--- src/rtl/rr_grant_encoder_16.sv ---
// 16-way round-robin grant scheduler driving a 4:16 decoder (encoded index + enable).
// Optional build macro RR_GUARD_CYCLE_EN inserts a one-cycle break-before-make gap between grants.
//
// state    | meaning
// ---------+----------------------------------------------------------------
// ST_IDLE  | no grant active, arbitrate every cycle
// ST_GRANT | grant active, hold counter running, watch for termination
// ST_GUARD | (RR_GUARD_CYCLE_EN only) one dead cycle after a termination

module rr_grant_encoder_16 #(
    parameter int HOLD_CYCLES = 4,
    parameter int CNT_WIDTH   = 8
) (
    input  logic        Clk_In,
    input  logic        Rst_n_In,
    input  logic [15:0] Request_In,
    input  logic        Ack_In,
    output logic [3:0]  Encoded_Value_Out,
    output logic        Enable_Out,
    output logic        Grant_Done_Out
);

`ifdef RR_GUARD_CYCLE_EN
    typedef enum logic [1:0] {
        ST_IDLE  = 2'd0,
        ST_GRANT = 2'd1,
        ST_GUARD = 2'd2
    } state_t;
`else
    typedef enum logic [1:0] {
        ST_IDLE  = 2'd0,
        ST_GRANT = 2'd1
    } state_t;
`endif

    localparam logic [CNT_WIDTH-1:0] HOLD_CNT = CNT_WIDTH'(HOLD_CYCLES);
    localparam logic [CNT_WIDTH-1:0] CNT_ONE  = CNT_WIDTH'(1);

    state_t               r_state;
    logic [CNT_WIDTH-1:0] r_cnt;
    logic [3:0]           r_last_grant;
    logic [3:0]           r_enc;
    logic                 r_en;
    logic                 r_done;

    state_t               w_state_nxt;
    logic [CNT_WIDTH-1:0] w_cnt_nxt;
    logic [3:0]           w_last_nxt;
    logic [3:0]           w_enc_nxt;
    logic                 w_en_nxt;
    logic                 w_done_nxt;

    logic [3:0]           w_idx;
    logic [3:0]           w_winner;
    logic                 w_found;
    logic                 w_term;

    // Rotating search: last grant + 1 first, last grant itself checked last.
    always_comb begin
        w_idx    = 4'd0;
        w_winner = r_last_grant;
        w_found  = 1'b0;
        for (int i = 1; i <= 16; i++) begin
            w_idx = r_last_grant + 4'(i);
            if (!w_found && Request_In[w_idx]) begin
                w_winner = w_idx;
                w_found  = 1'b1;
            end
        end
    end

    always_comb begin
        w_term = 1'b0;
        if (r_state == ST_GRANT) begin
            w_term = (r_cnt == HOLD_CNT) || Ack_In || !Request_In[r_enc];
        end
    end

    always_comb begin
        w_state_nxt = r_state;
        w_cnt_nxt   = r_cnt;
        w_last_nxt  = r_last_grant;
        w_enc_nxt   = r_enc;
        w_en_nxt    = r_en;
        w_done_nxt  = 1'b0;

        case (r_state)
            ST_IDLE: begin
                if (w_found) begin
                    w_state_nxt = ST_GRANT;
                    w_cnt_nxt   = CNT_ONE;
                    w_last_nxt  = w_winner;
                    w_enc_nxt   = w_winner;
                    w_en_nxt    = 1'b1;
                end
            end

            ST_GRANT: begin
                if (w_term) begin
                    w_done_nxt = 1'b1;
`ifdef RR_GUARD_CYCLE_EN
                    w_state_nxt = ST_GUARD;
                    w_cnt_nxt   = '0;
                    w_en_nxt    = 1'b0;
`else
                    if (w_found) begin
                        w_state_nxt = ST_GRANT;
                        w_cnt_nxt   = CNT_ONE;
                        w_last_nxt  = w_winner;
                        w_enc_nxt   = w_winner;
                        w_en_nxt    = 1'b1;
                    end else begin
                        w_state_nxt = ST_IDLE;
                        w_cnt_nxt   = '0;
                        w_en_nxt    = 1'b0;
                    end
`endif
                end else begin
                    w_cnt_nxt = r_cnt + CNT_ONE;
                end
            end

`ifdef RR_GUARD_CYCLE_EN
            ST_GUARD: begin
                if (w_found) begin
                    w_state_nxt = ST_GRANT;
                    w_cnt_nxt   = CNT_ONE;
                    w_last_nxt  = w_winner;
                    w_enc_nxt   = w_winner;
                    w_en_nxt    = 1'b1;
                end else begin
                    w_state_nxt = ST_IDLE;
                end
            end
`endif

            default: begin
                w_state_nxt = ST_IDLE;
                w_cnt_nxt   = '0;
                w_en_nxt    = 1'b0;
            end
        endcase
    end

    always_ff @(posedge Clk_In) begin
        if (!Rst_n_In) begin
            r_state      <= ST_IDLE;
            r_cnt        <= '0;
            r_last_grant <= 4'd15;
            r_enc        <= 4'd0;
            r_en         <= 1'b0;
            r_done       <= 1'b0;
        end else begin
            r_state      <= w_state_nxt;
            r_cnt        <= w_cnt_nxt;
            r_last_grant <= w_last_nxt;
            r_enc        <= w_enc_nxt;
            r_en         <= w_en_nxt;
            r_done       <= w_done_nxt;
        end
    end

    assign Encoded_Value_Out = r_enc;
    assign Enable_Out        = r_en;
    assign Grant_Done_Out    = r_done;

endmodule
--- config.mk ---
export PLATFORM = sky130hd
export DESIGN_NAME = rr_grant_encoder_16
export DESIGN_NICKNAME = d
export VERILOG_FILES = /design/src/rtl/rr_grant_encoder_16.sv
export SDC_FILE = /design/constraint.sdc
export NUM_CORES = 1
export LEC_CHECK = 0
export CAP_MARGIN = 0
export CORE_MARGIN = 3
export CORE_UTILIZATION = 55
export DETAILED_ROUTE_END_ITERATION = 8
export DONT_BUFFER_PORTS = 1
export GPL_ROUTABILITY_DRIVEN = 0
export PLACE_DENSITY = 0.73
export SKIP_CTS_REPAIR_TIMING = 1
export SLEW_MARGIN = 20
export SYNTH_ARGS = -nofsm -noshare
export SYNTH_HDL_FRONTEND = slang
export SYNTH_SLANG_ARGS = --single-unit
--- constraint.sdc ---
create_clock -name Clk_In -period 4.4 [get_ports Clk_In]
set_input_delay 0.44 -clock Clk_In [delete_from_list [all_inputs] [get_ports Clk_In]]
set_output_delay 0.44 -clock Clk_In [all_outputs]
set_load 0.05 [all_outputs]
==> run summary <==
=========================================================================================
Outcome                                                                      finished, final reports clean
Max-capacitance violation count                                                         0
Count of flip-flops with a built-in enable after synthesis                              0
Critical-path cell with the highest stage delay                                    mux4_2
Sum Neg Setup Slack                                                                  0 ps
Total number of vias                                                                 3521
Clock-pin slew on the worst setup and hold paths                                    70 ps
Final cell area excluding filler cells                                        0.00355 mm2
Length of the first detailed-routing pass in iterations                                 6
DIE HEIGHT                                                                        84.9 um
Antenna diodes                                                                          0
Highest cell delay on the worst timing path                                        610 ps
Buffers plus inverters on the worst setup path                                          1
Vias/cell                                                                            7.57
Cell at the root of the clock tree                                               clkbuf_8
Post-route minimum period                                                         4130 ps
Commonest cells after routing, fill and taps aside                           nand2_1, mux4_2, nor2_1, a21oi_1, o21ai_0
Mapped Cells                                                                          397
First-pass GRT wire length                                                       17100 um
Unique masters post-synth                                                              64
Starting density of the core                                                        57.4%
Growth of design area from synthesis to finish                                      3.69%
TritonCTS clock tree                                                                built
Floorplan core area                                                           0.00596 mm2
Vias in the first global route                                                       3274
Count of non-filler cells in the finished layout                                      465
Proportion of synthesized chip area in sequential cells                             10.5%
Placed Instance Area                                                          0.00349 mm2
Maximum number of pins on one net before global-route repair                           33
Post-synthesis net count                                                              426
Num Clock Sinks                                                                        18
Average routed wire per standard cell                                             22.5 um
I/O pin total                                                                          25
Slew headroom                                                                       38.6%
Violation count after the first detailed-route iteration                              512
Global router's overall resource usage                                              29.3%
Delay-heaviest family, CP                                                    multiplexers
NumNets Final                                                                         420
HPWL reported at the end of detailed placement                                    7920 um
Worst Clk Skew                                                                    9.64 ps
Syn Std Cell Area                                                             0.00342 mm2
Worst-path cell chain                                                        inv_1 > ha_1 > mux4_2 > mux2_2 > mux2i_1 > nand4_2 > nor2_1 > o21ai_0 > a211o_1 > a21oi_1 > o211ai_1
Proportion of register bits with asynchronous set or reset after synthesis             0%
Number of antenna violations at the first check in global routing                       0
Cts bufs inserted                                                                       3
Deepest clock path buffer count                                                         2
Top flip-flop cell by instance count after synthesis                              dfxtp_1
Worst path arrival time                                                           4240 ps
DIE AREA                                                                      0.00720 mm2
Data required time at the worst endpoint                                          4520 ps
Count of yosys warnings during synthesis                                                0
Htree depth                                                                             1
Startpoint-to-endpoint class of the critical path                            register to register
Count of filler cells inserted in the layout                                          529
Slew of the pin with the lowest slew margin                                        915 ps
Worst Setup End Kind                                                             register
Post-synthesis register bit count                                                      18
Maximum net fanout on the critical path                                                14
R2R Setup Slk                                                                      270 ps
Number of setup violations in the final report                                          0
Register area                                                                     360 um2
Most frequent standard cell in the layout excluding fill and tap cells            nand2_1
Hold Slack                                                                         251 ps
GRT Residual Overflow                                                                   0
Post-route clock period utilization                                                 93.8%
FMAX                                                                              242 MHz
I/O Buffers                                                                             0
Total Routed Length                                                              10400 um
DRC violations left                                                                     0
Final slew viol count                                                                   0
Area taken by multi-input logic gates                                         0.00289 mm2
Element type at the critical path start                                          register
Routed Antenna Nets                                                                     0
Number of cells after detailed placement                                              461
Width of the die                                                                  84.9 um
Worst min-delay path class                                                   input pin to register
Proportion of layout cells with a drive suffix above 1                              18.7%
Insertion delay of the later-clocked pin in the worst-skew pair                    260 ps
# rows                                                                                 28
Setup repair after global routing missed its margin                                    no
Total count of hold-check failures in the final report                                  0
Synth Area per Inst                                                              8.62 um2
=========================================================================================
## cells in the mapped netlist (8+ instances only)
| master | instances | share of area (%) |
|---|---|---|
| a21oi_1 | 24 | 3.5 |
| a31oi_1 | 8 | 1.5 |
| buf_2 | 9 | 1.3 |
| dfxtp_1 | 18 | 11 |
| ha_1 | 10 | 3.7 |
| inv_1 | 16 | 1.8 |
| mux2_2 | 13 | 4.3 |
| mux2i_1 | 21 | 6.1 |
| mux4_2 | 33 | 22 |
| nand2_1 | 40 | 4.4 |
| nand3_1 | 14 | 2.0 |
| nor2_1 | 26 | 2.9 |
| o21ai_0 | 24 | 3.5 |
## worst paths after layout
check                               start                            to  depth (start not counted)
max          r_last_grant[0]$_SDFFE_PN1P_  r_last_grant[1]$_SDFFE_PN1P_                         11
min                              Rst_n_In  r_last_grant[0]$_SDFFE_PN1P_                          1
min reg2reg         r_cnt[6]$_SDFFE_PN0P_         r_cnt[6]$_SDFFE_PN0P_                          1
max reg2reg  r_last_grant[0]$_SDFFE_PN1P_  r_last_grant[1]$_SDFFE_PN1P_                         11
## through the flow
| stage | worst slack (ps) | utilization [%] |
|---|---|---|
| final | 275 | 59.6 |
| after global routing | 18.5 | 59.6 |
| after CTS | 363 | 59.6 |
| after detailed placement | 404 | 58.6 |
| after global placement | 511 | 58.6 |
| after floorplan | 20.1 | - |
## area by class of cell
class | instances | area share [%]
Inverter | 19 | 2.01
Sequential cell | 18 | 10.2
Clock buffer | 4 | 1.55
Multi-Input combinational cell | 339 | 81.5
Tap cell | 75 | 2.65
Timing Repair Buffer | 10 | 2.12
## worst register-to-register path: cells and delay by family, from the launching register on
| family | cells | cell delay (ps) |
|---|---|---|
| compound gates | 4 | 900 |
| mux | 3 | 1250 |
| flops | 1 | 350 |
| fa+ha+maj | 1 | 520 |
| simple gates | 2 | 860 |
| buf+inv | 1 | 100 |
## state kept, by name (all words and copies together), names as in the netlist
name / count
Grant_Done_Out: 1
Enable_Out: 1
r_last_grant: 4
r_cnt: 8
Encoded_Value_Out: 4
## cells by family (layout without fill, tap and decap cells)
kind of cell	Yosys count	after routing	synth area share, %
AND/OR/NAND/NOR	128	128	19.0
AO/OA/AOI/OAI	119	119	23.8
multiplexers	71	71	35.2
buffers and inverters	40	33	4.94
flip-flops	18	18	10.5
XOR/XNOR	11	11	2.82
adder cells (fa/ha/maj)	10	10	3.66
## layer usage
layer | part of all wire, % | wire, um | GRT usage, %
met1 | 39 | 4120 | 42.9
met2 | 44 | 4590 | 44.3
met3 | 12 | 1260 | 4.17
met4 | 4.6 | 483 | 10.4
met5 | 0 | 0 | 0
Power is not shown: default switching activity piles up to over one toggle a cycle in this logic, so the estimate is an artifact.
